**src/rtl/gnn_load_pkg.sv**
```systemverilog
// Shared types for the GNN DRAM->buffer load engine: FSM states and the LOAD instruction layout.
package gnn_load_pkg;

  localparam int GROUP_W = 6;

  typedef enum logic [2:0] {
    S_IDLE,
    S_CHECK,
    S_REQ,
    S_STREAM,
    S_DRAIN,
    S_FINISH
  } load_state_e;

  typedef struct packed {
    logic [31:0]        dram_start;
    logic [15:0]        dram_bytes;
    logic [15:0]        rsvd1;
    logic [15:0]        buf_len;
    logic [15:0]        buf_start;
    logic [25:0]        rsvd0;
    logic [GROUP_W-1:0] group;
  } load_inst_t;

  // A group selects exactly one existing buffer.
  function automatic logic group_legal(input logic [GROUP_W-1:0] group, input int num_buf);
    return $onehot(group) && ((group >> num_buf) == '0);
  endfunction

endpackage

```
**src/rtl/gnn_load_wr_stage.sv**
```systemverilog
// One-entry buffer-write register: loads a stream beat, holds it until the selected buffer accepts.
// Zero bubble: a new beat loads in the same cycle the held one retires.
module gnn_load_wr_stage
  import gnn_load_pkg::*;
#(
  parameter int NUM_BUF    = 5,
  parameter int BUF_ADDR_W = 11,
  parameter int DATA_W     = 512
) (
  input  logic                  kernel_clk,
  input  logic                  kernel_rst,
  input  logic [NUM_BUF-1:0]    sel,
  input  logic                  beat_valid,
  output logic                  beat_ready,
  input  logic [BUF_ADDR_W-1:0] beat_addr,
  input  logic [DATA_W-1:0]     beat_data,
  output logic                  pending,
  output logic                  retire,
  output logic [NUM_BUF-1:0]    buf_wr_valid,
  input  logic [NUM_BUF-1:0]    buf_wr_ready,
  output logic [BUF_ADDR_W-1:0] buf_wr_addr,
  output logic [DATA_W-1:0]     buf_wr_data
);

  logic valid_q;

  assign retire       = valid_q && |(buf_wr_ready & sel);
  assign beat_ready   = !valid_q || retire;
  assign pending      = valid_q;
  assign buf_wr_valid = valid_q ? sel : '0;

  always_ff @(posedge kernel_clk or posedge kernel_rst) begin
    if (kernel_rst) begin
      valid_q     <= 1'b0;
      buf_wr_addr <= '0;
      buf_wr_data <= '0;
    end else if (beat_valid && beat_ready) begin
      valid_q     <= 1'b1;
      buf_wr_addr <= beat_addr;
      buf_wr_data <= beat_data;
    end else if (retire) begin
      valid_q <= 1'b0;
    end
  end

endmodule

```
**src/rtl/gnn_load_unit.sv**
```systemverilog
// LOAD engine: one instruction -> one DRAM read request -> returned beats steered to one buffer.
// Stream accept to buffer strobe is 1 cycle; s_tready follows the write register's ability to take a beat.
module gnn_load_unit #(
  parameter int NUM_BUF    = 5,
  parameter int BUF_ADDR_W = 11,
  parameter int DATA_W     = 512,
  parameter int ADDR_W     = 64,
  parameter int XFER_W     = 32,
  parameter int INST_W     = 128
) (
  input  logic                  kernel_clk,
  input  logic                  kernel_rst,
  input  logic                  ap_start,
  output logic                  ap_ready,
  output logic                  ap_done,
  output logic                  ap_err,
  input  logic [ADDR_W-1:0]     ctrl_addr_offset,
  input  logic [INST_W-1:0]     ctrl_instruction,
  output logic                  rd_req_valid,
  input  logic                  rd_req_ready,
  output logic [ADDR_W-1:0]     rd_req_addr,
  output logic [XFER_W-1:0]     rd_req_bytes,
  input  logic                  s_tvalid,
  output logic                  s_tready,
  input  logic                  s_tlast,
  input  logic [DATA_W-1:0]     s_tdata,
  output logic [NUM_BUF-1:0]    buf_wr_valid,
  input  logic [NUM_BUF-1:0]    buf_wr_ready,
  output logic [BUF_ADDR_W-1:0] buf_wr_addr,
  output logic [DATA_W-1:0]     buf_wr_data
);
  import gnn_load_pkg::*;

  load_state_e        state_q, state_d;
  load_inst_t         inst_in;
  logic [ADDR_W-1:0]  offset_q;
  logic [GROUP_W-1:0] group_q;
  logic [15:0]        buf_start_q, buf_len_q, dram_bytes_q, cnt_q;
  logic [31:0]        dram_start_q;
  logic [NUM_BUF-1:0] sel_q;
  logic               err_q, discard_q;
  logic               legal, last_beat, beat_valid, beat_ready, beat_fire;
  logic               pending, retire, drain_end;
  logic               unused_inst;

  assign inst_in     = load_inst_t'(ctrl_instruction);
  assign unused_inst = ^{inst_in.rsvd0, inst_in.rsvd1};

  assign legal       = group_legal(group_q, NUM_BUF);
  assign last_beat   = (cnt_q == buf_len_q - 16'd1);
  assign beat_valid  = (state_q == S_STREAM) && s_tvalid;
  assign beat_fire   = beat_valid && beat_ready;
  // Leave DRAIN once the tail is dropped and the final buffer write is taken.
  assign drain_end   = (!discard_q || (s_tvalid && s_tlast)) && (!pending || retire);

  assign rd_req_addr  = offset_q + ADDR_W'(dram_start_q);
  assign rd_req_bytes = XFER_W'(dram_bytes_q);

  always_ff @(posedge kernel_clk or posedge kernel_rst) begin
    if (kernel_rst) state_q <= S_IDLE;
    else            state_q <= state_d;
  end

  always_comb begin
    state_d = state_q;
    case (state_q)
      S_IDLE:   if (ap_start) state_d = S_CHECK;
      S_CHECK:  state_d = (!legal || buf_len_q == 16'd0) ? S_FINISH : S_REQ;
      S_REQ:    if (rd_req_ready) state_d = S_STREAM;
      S_STREAM: if (beat_fire && (last_beat || s_tlast)) state_d = S_DRAIN;
      S_DRAIN:  if (drain_end) state_d = S_FINISH;
      S_FINISH: state_d = S_IDLE;
      default:  state_d = S_IDLE;
    endcase
  end

  always_comb begin
    ap_ready     = (state_q == S_IDLE);
    ap_done      = (state_q == S_FINISH);
    ap_err       = (state_q == S_FINISH) && err_q;
    rd_req_valid = (state_q == S_REQ);
    s_tready     = ((state_q == S_STREAM) && beat_ready) || ((state_q == S_DRAIN) && discard_q);
  end

  always_ff @(posedge kernel_clk or posedge kernel_rst) begin
    if (kernel_rst) begin
      offset_q     <= '0;
      group_q      <= '0;
      buf_start_q  <= '0;
      buf_len_q    <= '0;
      dram_bytes_q <= '0;
      dram_start_q <= '0;
      sel_q        <= '0;
      cnt_q        <= '0;
      err_q        <= 1'b0;
      discard_q    <= 1'b0;
    end else begin
      case (state_q)
        S_IDLE: if (ap_start) begin
          offset_q     <= ctrl_addr_offset;
          group_q      <= inst_in.group;
          buf_start_q  <= inst_in.buf_start;
          buf_len_q    <= inst_in.buf_len;
          dram_bytes_q <= inst_in.dram_bytes;
          dram_start_q <= inst_in.dram_start;
          cnt_q        <= '0;
          err_q        <= 1'b0;
          discard_q    <= 1'b0;
        end
        S_CHECK: begin
          sel_q <= group_q[NUM_BUF-1:0];
          if (!legal) err_q <= 1'b1;
        end
        S_STREAM: if (beat_fire) begin
          cnt_q <= cnt_q + 16'd1;
          if (last_beat)    discard_q <= !s_tlast;
          else if (s_tlast) err_q     <= 1'b1;
        end
        S_DRAIN: if (discard_q && s_tvalid && s_tlast) discard_q <= 1'b0;
        default: ;
      endcase
    end
  end

  gnn_load_wr_stage #(
    .NUM_BUF   (NUM_BUF),
    .BUF_ADDR_W(BUF_ADDR_W),
    .DATA_W    (DATA_W)
  ) u_wr_stage (
    .kernel_clk  (kernel_clk),
    .kernel_rst  (kernel_rst),
    .sel         (sel_q),
    .beat_valid  (beat_valid),
    .beat_ready  (beat_ready),
    .beat_addr   (BUF_ADDR_W'(buf_start_q + cnt_q)),
    .beat_data   (s_tdata),
    .pending     (pending),
    .retire      (retire),
    .buf_wr_valid(buf_wr_valid),
    .buf_wr_ready(buf_wr_ready),
    .buf_wr_addr (buf_wr_addr),
    .buf_wr_data (buf_wr_data)
  );

endmodule

```
**config.mk**
```make
export PLATFORM = sky130hd
export DESIGN_NAME = gnn_load_unit
export DESIGN_NICKNAME = d
export VERILOG_FILES = /design/src/rtl/gnn_load_pkg.sv /design/src/rtl/gnn_load_wr_stage.sv /design/src/rtl/gnn_load_unit.sv
export SDC_FILE = /design/constraint.sdc
export NUM_CORES = 2
export LEC_CHECK = 0
export BUFFER_PORTS_ARGS = -buffer_cell sky130_fd_sc_hd__clkbuf_2
export CORE_AREA = 2 2 528 530
export CTS_BUF_LIST = sky130_fd_sc_hd__clkbuf_2 sky130_fd_sc_hd__clkbuf_4 sky130_fd_sc_hd__clkbuf_8
export CTS_CLUSTER_DIAMETER = 40
export DETAILED_ROUTE_END_ITERATION = 6
export DIE_AREA = 0 0 530 532
export PLACE_DENSITY_LB_ADDON = 0.15
export SETUP_SLACK_MARGIN = 0.1
export SYNTH_ARGS = -nofsm -noshare
export SYNTH_HDL_FRONTEND = slang
export SYNTH_HIERARCHICAL = 1
export SYNTH_SLANG_ARGS = --single-unit
```
**constraint.sdc**
```tcl
create_clock -name kernel_clk -period 16.3 [get_ports kernel_clk]
set_clock_uncertainty 0.05 [all_clocks]
set_input_delay 1.63 -clock kernel_clk [delete_from_list [all_inputs] [get_ports kernel_clk]]
set_output_delay 1.63 -clock kernel_clk [all_outputs]
set_load 0.01 [all_outputs]
```
==> run metrics <==
hold_buf cts 0; Startpoint Class flip-flop; Slew @ Worst Pin 1100 ps; root buf cell clkbuf_8; count leader, synth dfrtp_1; pins over their slew limit 0; Rows 193; I/O Pins 1,344; routed len/inst 25.2 um; crit path max fanout 16; Synth area leaders dfrtp_1 (55%), mux2_4 (22%), mux2_2 (7.0%); Max VDD drop 0.111 mV; Tot GR Track Use 0.127; DRC 0; TritonCTS buffer count 204; DP Wirelength 154,000 um; Relative slew margins 0.263; area grow syn2layout 48.7%; WS Path Type reg2out; DR vias 23,661; slowest stage delay, CP 570 ps; synthesized area 31,700 um^2; fin crit period 6250 ps; number of synthesized flops with an enable pin 0; # setup viols final 0; Non-Filler Instances 7,388; Setup Fix Bufs, Post-CTS 0; Die Height 532 um; Pre-antenna DRT Iters 4; Netlist cell types 75; GPL Wtd Cong 0.812; fin util 0.171; type of destination of the critical path primary output; Max Clk Rate 160 MHz; Post-synth top cells dfrtp_1 (695), mux2_4 (470), mux2_2 (196); Synth Warn # 6; initial antenna violation count 179; first-pass GRT wire length 242,000 um; P per Cell Area 230 nW/um^2; hold crit path type reg2reg; total die area 282,000 um^2; vias per cell 3.20; number of buffers added on ports 1,280; CTS Sinks 695; Critical Path, Cell by Cell ha_1 > and4_1 > nand3_1 > or4_1 > o221ai_2 > o21ai_2 > a31oi_4 > o21ai_0 > xnor2_1 > clkbuf_2; RSZ-0062 raised after global routing false; Sum Neg Setup Slack 0 ps; Slowest-stage cell, CP a31oi_4; Leak Pwr 22.2 nW; Fin. Hold Viols 0; status finished, final reports clean; ys flop type dfrtp_1; Mean Syn Cell Area 15.2 um^2; WP data arrival 4570 ps; PnR Total Power 0.0108 W; cell total after placement 6,996; top-area cell type share of the netlist area 0.548; grt ovf 0; Reg clk slew, reported paths 50 ps; core area 276,000 um^2; Nets 4,263; cts repair resizes 0; Max-cap violations 0; H-tree levels 4; filler instances 30,854; pin count of the biggest net entering global routing 132; vias in the first global route 25,111; final wirelength 186,000 um; post-synthesis register bit count 695; CP Data Required Time 14,620 ps; area leader, netlist dfrtp_1; antenna-violating nets left 0; clock buffer depth 4; sequential area share after synthesis 0.548; initial core utilization 0.115; Final period util 0.384; initial DRC count 841; insertion delay to the later sink of the worst-skew pair 870 ps; Die Wd 530 um; Cells after Synth 2,085; CTS tree built; Async S/R FF share, synth 1.00; share of post-route cells with drive strength above 1 0.644
[registers in the layout, indices dropped and copies added, names as in the netlist, 11 cells and up]
register,cells
offset_q,64
u_wr_stage/buf_wr_data,512
u_wr_stage/buf_wr_addr,11
buf_start_q,11
dram_start_q,32
buf_len_q,16
dram_bytes_q,16
cnt_q,16
[critical path: cells and delay by family (launching register included)]
kind / cells / cell delay, ps
AO/OA/AOI/OAI: 4 / 1210
AND/OR/NAND/NOR: 3 / 940
XOR/XNOR: 1 / 490
flip-flops: 1 / 400
adder cells (fa/ha/maj): 1 / 400
buffers and inverters: 1 / 240
[cells by family after synthesis]
group,count (synthesis),synth area share
other,1,0.000118
adders and majority gates,51,0.0213
AOI/OAI and AO/OA,177,0.0371
xor gates and xnor gates,98,0.0271
buffers and inverters,152,0.0330
muxes,668,0.293
and+or+nand+nor,243,0.0405
DFF,695,0.548
[final timing paths]
kind	start	to	slack [ps]	cells past startpoint
setup reg to reg	state_q[1]$_DFFE_PP0P_	u_wr_stage/buf_wr_data[200]$_DFFE_PP0P_	10730	9
hold reg to reg	u_wr_stage/buf_wr_data[135]$_DFFE_PP0P_	u_wr_stage/buf_wr_data[135]$_DFFE_PP0P_	450	1
min in group asynchronous	kernel_rst	dram_bytes_q[14]$_DFFE_PP0P_	650	2
setup / recovery	offset_q[18]$_DFFE_PP0P_	rd_req_addr[33]	10050	10
hold / removal	u_wr_stage/buf_wr_data[135]$_DFFE_PP0P_	u_wr_stage/buf_wr_data[135]$_DFFE_PP0P_	450	1
max in group asynchronous	kernel_rst	u_wr_stage/buf_wr_data[445]$_DFFE_PP0P_	11660	6
[cell usage in the layout (no fill, tap or decap), types with 5 or more instances in the layout]
master	synthesis	routed
mux2_4	470	470
a21oi_1	51	50
nand4_1	17	17
nand2b_1	6	6
nand3_1	25	25
nor2_1	47	47
inv_1	39	37
xor2_1	29	29
clkbuf_2	0	1280
dfrtp_1	695	695
nor3_1	13	13
clkinvlp_4	0	6
conb_1	1	16
mux2_2	196	196
fa_1	5	5
clkinv_2	0	37
o21bai_1	6	6
diode_2	0	25
and3_1	19	19
clkbuf_8	0	256
or2_2	5	5
nor2b_1	7	7
buf_4	16	20
o21ai_0	36	36
nand2_1	63	63
a21o_1	19	19
xnor2_1	69	69
clkbuf_4	0	34
bufinv_16	0	27
and2_1	11	11
a31oi_1	7	6
o2111ai_1	12	12
ha_1	46	46
o211ai_1	7	7
[metal layers]
| metal | vias to the layer above | global-route usage | wire length, um |
|---|---|---|---|
| li1 | 10372 | - | - |
| met1 | 11404 | 0.126 | 64000 |
| met2 | 1233 | 0.213 | 88400 |
| met3 | 522 | 0.0758 | 23900 |
| met4 | 130 | 0.0553 | 8820 |
| met5 | - | 0 | 819 |
[per-stage QoR]
step,instance area [um^2],setup slack (ps),hold WS [ps]
3_3_place_gp,42200,9480,439
4_1_cts,47100,9750,456
6_report,47200,10050,451
2_1_floorplan,31800,7500,429
5_1_grt,47100,9750,466
3_5_place_dp,42200,9510,442
[power by group]
group          leakage [nW]  switching [W]  internal (W)  total, W
Clock                  2.57        0.00105       0.00192   0.00297
Sequential             8.40       0.000607       0.00259   0.00319
Combinational          11.3        0.00248       0.00219   0.00467
[cell type report]
type | instances | area (um^2) | area share
clock buffer | 290 | 3780 | 0.0801
inverter | 39 | 155 | 0.00329
tap | 3705 | 4640 | 0.0983
sequential | 695 | 17400 | 0.369
clock inverter | 77 | 1140 | 0.0241
antenna | 25 | 62.6 | 0.00133
multi-input combinational | 1253 | 13400 | 0.283
timing repair buffer | 1304 | 6640 | 0.141
No activity file was read; power rests on OpenSTA's default activity.
